File: src/rtl/masked_sbox_sched.sv
// rtl/masked_sbox_sched.sv - scheduler for the 3-share masked PRINCE S-box pipeline
module masked_sbox_sched #(
  parameter int NUM_NIBBLES = 16,
  parameter int NUM_STAGES  = 3,
  parameter int IDXW        = 4
) (
  input  logic                  clk,
  input  logic                  rst,
  input  logic                  start,
  output logic                  busy,
  output logic                  done,
  input  logic                  rnd_valid,
  output logic                  rnd_ack,
  output logic [IDXW-1:0]       rd_idx,
  output logic [NUM_STAGES-1:0] stage_en,
  output logic                  wr_en,
  output logic [IDXW-1:0]       wr_idx
);

  // One extra bit so the issue counter can reach NUM_NIBBLES without wrapping.
  localparam int CW = IDXW + 1;
  // Selects every stage except the last; empty (all zero) for a single-stage pipeline.
  localparam logic [NUM_STAGES-1:0] FRONT_MASK =
    NUM_STAGES'((64'd1 << (NUM_STAGES - 1)) - 64'd1);

  typedef enum logic [1:0] {
    IDLE = 2'd0,
    RUN  = 2'd1,
    DONE = 2'd2
  } state_t;

  state_t                state_q, state_d;
  logic [CW-1:0]         issue_cnt;
  logic [NUM_STAGES-1:0] vld;
  logic [IDXW-1:0]       idx [NUM_STAGES];
  logic                  adv;
  logic                  pend;

  assign pend   = (issue_cnt < CW'(NUM_NIBBLES));
  assign rd_idx = issue_cnt[IDXW-1:0];
  assign wr_idx = idx[NUM_STAGES-1];

  // State register.
  always_ff @(posedge clk) begin
    if (rst) state_q <= IDLE;
    else     state_q <= state_d;
  end

  // Next state plus stage/handshake strobes; the whole pipeline stalls without fresh randomness.
  always_comb begin
    state_d  = state_q;
    adv      = 1'b0;
    stage_en = '0;
    wr_en    = 1'b0;
    busy     = (state_q == RUN);
    done     = (state_q == DONE);
    case (state_q)
      IDLE: if (start) state_d = RUN;
      RUN: begin
        adv         = rnd_valid;
        stage_en[0] = adv & pend;
        for (int i = 1; i < NUM_STAGES; i++) stage_en[i] = adv & vld[i-1];
        wr_en = adv & vld[NUM_STAGES-1];
        // Last write-back: nothing left to issue and nothing in flight upstream.
        if (wr_en && !pend && ((vld & FRONT_MASK) == '0)) state_d = DONE;
      end
      DONE:    state_d = IDLE;
      default: state_d = IDLE;
    endcase
    rnd_ack = |stage_en;
  end

  // Issue counter and per-stage valid/index shift chain; moves only on an advance.
  always_ff @(posedge clk) begin
    if (rst) begin
      issue_cnt <= '0;
      vld       <= '0;
      for (int i = 0; i < NUM_STAGES; i++) idx[i] <= '0;
    end else if (state_q == IDLE && start) begin
      issue_cnt <= '0;
    end else if (adv) begin
      vld[0] <= pend;
      idx[0] <= issue_cnt[IDXW-1:0];
      for (int i = 1; i < NUM_STAGES; i++) begin
        vld[i] <= vld[i-1];
        idx[i] <= idx[i-1];
      end
      if (pend) issue_cnt <= issue_cnt + CW'(1);
    end
  end

endmodule

File: config.mk
export PLATFORM = sky130hd
export DESIGN_NAME = masked_sbox_sched
export DESIGN_NICKNAME = d
export VERILOG_FILES = /design/src/rtl/masked_sbox_sched.sv
export SDC_FILE = /design/constraint.sdc
export NUM_CORES = 1
export LEC_CHECK = 0
export ABC_AREA = 0
export ABC_CLOCK_PERIOD_IN_PS = 1530
export BUFFER_PORTS_ARGS = -buffer_cell sky130_fd_sc_hd__buf_2
export CAP_MARGIN = 5
export CORE_MARGIN = 2
export CORE_UTILIZATION = 45
export DETAILED_ROUTE_END_ITERATION = 16
export PLACE_DENSITY = 0.67
export SLEW_MARGIN = 5
export SYNTH_ARGS = -nofsm -noshare
export SYNTH_HDL_FRONTEND = slang
export SYNTH_SLANG_ARGS = --single-unit
File: constraint.sdc
create_clock -name clk -period 1.53 [get_ports clk]
set_clock_uncertainty 0.1 [all_clocks]
set_input_delay 0.153 -clock clk [delete_from_list [all_inputs] [get_ports clk]]
set_output_delay 0.153 -clock clk [all_outputs]
set_load 0.02 [all_outputs]
== Word level (Yosys, flattened, before mapping) ==
Memory sizes are Yosys's and may differ from the RTL's.
Cells that the tools add are included.

* Memories kept: 1
* Register bits: 10
* Bits in writable memories: 12

* Eq/ne operators: 4
* Bitwise gates (word level): 8
* Reduce and logical (&&, ||, !) cells: 11
* Add/subtract/negate cells: 1
* Multiplexer cells: 15
* Order comparisons: 1

{| class="wikitable"
|+ Memory list
! name !! words !! bits a word !! read ports !! clocked after Yosys merged registers in !! write ports !! line !! RTL
|-
| idx || 3 || 4 || 3 || 0 || 3 || 35 || <nowiki>logic [IDXW-1:0] idx [NUM_STAGES];</nowiki>
|}

{| class="wikitable"
|+ Operators by type and width
! cell !! number
|-
| 4-bit 2-to-1 mux || 3
|-
| 1-bit 2-to-1 mux || 8
|-
| 2-bit AND reduction || 3
|-
| 5-bit by 1-bit adder with 5-bit output, second input constant || 1
|-
| 5-bit less-than comparator, second input constant || 1
|-
| 1-bit AND || 4
|-
| 2-bit 2-to-1 mux || 2
|-
| 2-bit case mux with 2 select lines || 1
|-
| 1-bit logical AND || 3
|-
| 3-bit logical NOT || 1
|-
| 3-bit 2-to-1 mux || 1
|-
| 1-bit bitwise OR || 3
|-
| 3-bit OR reduction || 1
|-
| 2-bit by 1-bit == test with 1-bit output, second input constant || 1
|-
| 2-bit == test, second input constant || 1
|-
| 2-bit logical NOT || 1
|-
| 2-bit by 1-bit != test with 1-bit output, second input constant || 1
|-
| 2-bit != test, second input constant || 1
|-
| 2-bit OR reduction || 1
|-
| 1-bit logical NOT || 1
|-
| 1-bit NOT || 1
|}

== Depth between registers and ports, before layout ==
* Depth after elaboration: 7
* Gate-level depth with buffers: 4

== Worst setup path after synthesis ==
No wires, ideal clock.

* Kind: reg2reg
* Start point: register state_q[1]
* End point: memory idx[2][3] (netlist: idx[0][11]) (data pin)
* Period minus slack after synthesis: 1.473 ns
* Slack: 0.057 ns
* Data required time: 1.175 ns
* Stages on the path, launching flop included: 5
* Library setup time: 0.255 ns
* Arrival: 1.118 ns
* Path buffers: 1
* Cell sequence: dfxtp_1 -> and2b_1 -> and3b_1 -> buf_2 -> and2_1

{| class="wikitable"
|+ RTL lines
! element !! line !! RTL
|-
| start: declaration || 32 || <nowiki>state_t state_q, state_d;</nowiki>
|-
| start signal: assignment || 46 || <nowiki>else state_q <= state_d;</nowiki>
|-
| end: declaration || 35 ||
|}

== Worst setup path in the final report ==
* Start point: register state_q[1]
* End point: output port stage_en[2]

* Word-level cells in the longest chain between the ends: 2

{| class="wikitable"
|+ Ends and longest elaborated chain
! element !! line !! RTL
|-
| 2-bit by 1-bit == test with 1-bit output || 57 || <nowiki>case (state_q)</nowiki>
|-
| 3-bit 2-to-1 mux || 57 ||
|-
| end: declaration || 15 || <nowiki>output logic [NUM_STAGES-1:0] stage_en,</nowiki>
|}

Every way passes these cells.

==> load_flow_metrics.sql <==
INSERT INTO impl_metrics (metric_group, metric, value, unit) VALUES
('run_status', 'outcome', 'finished, final reports clean', ''),
('sta', 'period_share', '96.8', '%'),
('routing', 'routed_wirelength', '1580', 'um'),
('synth', 'syn-num-nets', '92', ''),
('routing', 'route.vias.total', '652', ''),
('clocking', 'max-clock-path-buffers', '2', ''),
('sta', 'max_slew_violations', '0', ''),
('grt', 'grt_use_met3', '2.68', '%'),
('routing', 'average_routed_wire_per_standard_cell', '12.0', 'um'),
('synth', 'synthesis.area', '970', 'um^2'),
('routing', 'detail_route.drc_violations', '0', ''),
('die', 'placeableCoreArea', '2000', 'um^2'),
('grt', 'grt_antenna_before_repair', '0', ''),
('die', 'start_util', '48.4', '%'),
('sta', 'timing.final.ws_setup', '0.0490', 'ns'),
('clocking', 'cts_tree', 'done', ''),
('synth', 'yosysWarnings', '0', ''),
('setup_path', 'required', '1.28', 'ns'),
('grt', 'grt-ovfl-total', '0', ''),
('power_and_ir_drop', 'sequential_cell_fraction_of_total_power', '55.2', '%'),
('power_and_ir_drop', 'power', '1.19', 'mW'),
('die', 'die_area', '2540', 'um^2'),
('setup_path', 'setup.worst_path.start_class', 'register', ''),
('setup_path', 'crit_arrival', '1.23', 'ns'),
('synth', 'synth.ff_latch_count', '22', ''),
('sta', 'timing.max_slew.rel_slack', '78.1', '%'),
('die', 'dieHeight', '50.4', 'um'),
('grt', 'grt_pass1_vias', '616', ''),
('power_and_ir_drop', 'power-per-cell-area', '1010', 'nW/um^2'),
('power_and_ir_drop', 'pwr-share-clk', '36.4', '%'),
('grt', 'grt_max_degree', '14', ''),
('setup_path', 'reg2reg_depth', '3', ''),
('clocking', 'clkLatencyLatePin', '0.30', 'ns'),
('die', 'fp-row-count', '16', ''),
('synth', 'syn-instance-count', '87', ''),
('clocking', 'cts_root_buf', 'sky130_fd_sc_hd__clkbuf_4', ''),
('setup_path', 'critical_path.startpoint', 'state_q[1]$_SDFFE_PP0P_', ''),
('setup_path', 'type_of_the_worst_setup_path', 'reg2out', ''),
('power_and_ir_drop', 'power.ir.vdd_worst', '0.000553', 'V'),
('place', 'post-dp-hpwl', '1130', 'um'),
('power_and_ir_drop', 'power.leakage', '0.505', 'nW'),
('routing', 'drt_iter0_markers', '14', ''),
('setup_path', 'critPathMaxFanout', '7', ''),
('sta', 'fin_tns_setup', '0', 'ns'),
('routing', 'dr.pass1.iters', '4', ''),
('setup_path', 'worst-r2r-setup-slack', '0.16', 'ns'),
('grt', 'grt_usage', '13.7', '%'),
('sta', 'fmax', '675', 'MHz'),
('clocking', 'cts_buffers', '3', ''),
('setup_path', 'cp_capture_point', 'stage_en[2]', ''),
('sta', 'final_setup_fails', '0', ''),
('flow_run', 'max-cap-violations', '0', ''),
('die', 'pin_count', '19', ''),
('power_and_ir_drop', 'p_sw_share', '19.9', '%'),
('clocking', 'clkTransAtPathRegs', '0.11', 'ns'),
('setup_path', 'worstSetupEndpointType', 'output pin', ''),
('clocking', 'htree_levels', '1', ''),
('setup_path', 'regToRegStartpoint', 'state_q[1]$_SDFFE_PP0P_', ''),
('place', 'io_buffers', '18', ''),
('power_and_ir_drop', 'p_comb_share', '8.4', '%'),
('cells_and_area', 'area.growth.synth_to_final', '20.6', '%'),
('synth', 'seq_area_frac_synth', '57.8', '%'),
('setup_path', 'worst_r2r_endpoint', 'idx[0][6]$_SDFFCE_PN0P_', ''),
('place', 'gp_routability_congestion', '0.710', ''),
('routing', 'viasPerCell', '4.94', ''),
('min_path', 'hold_path.class', 'in2reg', ''),
('cells_and_area', 'final_layout_size_suffix_gt1_share', '31.4', '%'),
('grt', 'grt_first_pass_wirelength', '2640', 'um'),
('sta', 'max_slew.worst_pin.slew', '0.327', 'ns'),
('die', 'fp.dieW', '50.4', 'um'),
('cells_and_area', 'number_of_antenna_diodes', '0', ''),
('cells_and_area', 'num-nets-final', '111', ''),
('synth', 'ys_types', '23', ''),
('grt', 'globalRouteMet1Util', '15.1', '%'),
('sta', 'final_period_minus_worst_setup_slack', '1.48', 'ns'),
('grt', 'global_route_met2_utilization', '25.4', '%'),
('power_and_ir_drop', 'p_switching', '0.236', 'mW'),
('synth', 'synth_area_per_inst', '11.1', 'um^2'),
('sta', 'timing_hold_violations_final', '0', ''),
('cells_and_area', 'finalCoreUtilization', '58.4', '%'),
('routing', 'postRouteAntennaNets', '0', ''),
('clocking', 'clock-sinks', '22', ''),
('grt', 'top_usage_layer', 'met2', ''),
('place', 'post-place-ws', '0.0773', 'ns'),
('power_and_ir_drop', 'p_int', '0.951', 'mW');
==> worst max-delay path: stages (launching register included) <==
cell and delay (ns):
sky130_fd_sc_hd__dfxtp_4 0.38, sky130_fd_sc_hd__and3b_2 0.27, sky130_fd_sc_hd__nand2_1 0.08, sky130_fd_sc_hd__inv_1 0.05
sky130_fd_sc_hd__buf_2 0.15
==> worst min path at each step <==
| stage | endpoint | from | slack, ns | cells after the start |
|---|---|---|---|---|
| 3_3_place_gp | vld[2]$_SDFFE_PP0P_ | rst | 0.32 | 2 |
| 6_report | state_q[1]$_SDFFE_PP0P_ | rnd_valid | 0.06 | 3 |
| 4_1_cts | state_q[1]$_SDFFE_PP0P_ | rnd_valid | 0.05 | 3 |
| 5_1_grt | state_q[1]$_SDFFE_PP0P_ | rnd_valid | 0.07 | 3 |
| 2_1_floorplan | vld[1]$_SDFFE_PP0P_ | rst | 0.12 | 1 |
| 3_5_place_dp | vld[2]$_SDFFE_PP0P_ | rst | 0.32 | 2 |
==> through the flow <==
stage	hold WS, ns	cell area (um^2)	instances
5_1_grt	0.0663	1170	132
3_5_place_dp	0.318	1060	125
2_1_floorplan	0.122	970	87
4_1_cts	0.0495	1130	130
6_report	0.0585	1170	132
3_3_place_gp	0.317	1060	125
==> final cells by class <==
type / instances / area [um^2]
clock buffer: 3 / 22.5
clock inverter: 1 / 30.0
fill: 179 / 832
inverter: 4 / 17.5
multi-input combinational: 52 / 343
sequential: 22 / 568
tap: 27 / 33.8
timing repair buffer: 23 / 155
==> power by group through the flow <==
stage	registers (mW)	clock network (mW)	logic (mW)
after detailed placement	0.670	0	0.0899
final	0.655	0.431	0.100
after global placement	0.670	0	0.0885
after global routing	0.658	0.461	0.110
after floorplan	0.667	0	0.0623
after CTS	0.657	0.446	0.0919
==> state kept, by name (all words and copies together) (netlist names) <==
| name | flops |
|---|---|
| vld | 3 |
| issue_cnt | 5 |
| idx | 12 |
| state_q | 2 |
==> cell usage in the layout (no fill, tap or decap), types with 2 or more instances in the layout <==
cell	synthesis	layout
sky130_fd_sc_hd__clkbuf_4	0	3
sky130_fd_sc_hd__nand3_1	2	2
sky130_fd_sc_hd__dfxtp_4	0	2
sky130_fd_sc_hd__o21ai_0	3	3
sky130_fd_sc_hd__or3_1	2	2
sky130_fd_sc_hd__buf_2	1	16
sky130_fd_sc_hd__inv_1	3	3
sky130_fd_sc_hd__edfxtp_1	12	12
sky130_fd_sc_hd__buf_4	8	3
sky130_fd_sc_hd__a21oi_1	6	6
sky130_fd_sc_hd__a41oi_1	2	2
sky130_fd_sc_hd__dfxtp_1	10	8
sky130_fd_sc_hd__buf_6	0	2
sky130_fd_sc_hd__nor2_1	6	5
sky130_fd_sc_hd__and2_1	13	13
sky130_fd_sc_hd__and2b_1	2	2
sky130_fd_sc_hd__nand2_1	6	6
==> repair_timing <==
item / 4_1_cts / 5_1_grt
pin swaps: 0 / 2
hold buffers: 1 / 0
endpoints found under the setup margin: 5 / 5
resized for setup: 4 / 9
endpoints found under the hold margin: 3 / 0
buffers inserted: 0 / 2
==> Yosys cell counts <==
cell	instances	area, um^2
sky130_fd_sc_hd__nand2_1	6	22.5
sky130_fd_sc_hd__a21o_1	1	7.51
sky130_fd_sc_hd__inv_2	1	3.75
sky130_fd_sc_hd__xnor2_1	1	8.76
sky130_fd_sc_hd__nand4bb_4	1	27.5
sky130_fd_sc_hd__inv_1	3	11.3
sky130_fd_sc_hd__nor3b_1	2	15.0
sky130_fd_sc_hd__edfxtp_1	12	360
sky130_fd_sc_hd__nand3b_1	1	7.51
sky130_fd_sc_hd__and2b_1	2	15.0
sky130_fd_sc_hd__nand3_1	2	10.0
sky130_fd_sc_hd__nor2_1	6	22.5
sky130_fd_sc_hd__a41oi_1	2	17.5
sky130_fd_sc_hd__a21oi_1	6	30.0
sky130_fd_sc_hd__ha_1	1	12.5
sky130_fd_sc_hd__o21ai_0	3	15.0
sky130_fd_sc_hd__nand2b_1	1	6.26
sky130_fd_sc_hd__and2_1	13	81.3
sky130_fd_sc_hd__or3_1	2	12.5
sky130_fd_sc_hd__buf_2	1	5.00
sky130_fd_sc_hd__and3b_1	2	17.5
sky130_fd_sc_hd__dfxtp_1	10	200
sky130_fd_sc_hd__buf_4	8	60.1
==> kinds of logic after synthesis <==
kind of cell	after synthesis	share of synthesized area (%)
flip-flops	22	57.8
adder cells (fa/ha/maj)	1	1.29
AND/OR/NAND/NOR	38	24.5
buffers and inverters	13	8.26
XOR/XNOR	1	0.903
AO/OA/AOI/OAI	12	7.23
==> per-layer routing <==
metal | wire length [um] | share of wire, %
met5 | 0 | 0
met4 | 15 | 0.95
met3 | 58 | 3.7
met2 | 857 | 54
met1 | 650 | 41
No activity file was read; power rests on OpenSTA's default activity.
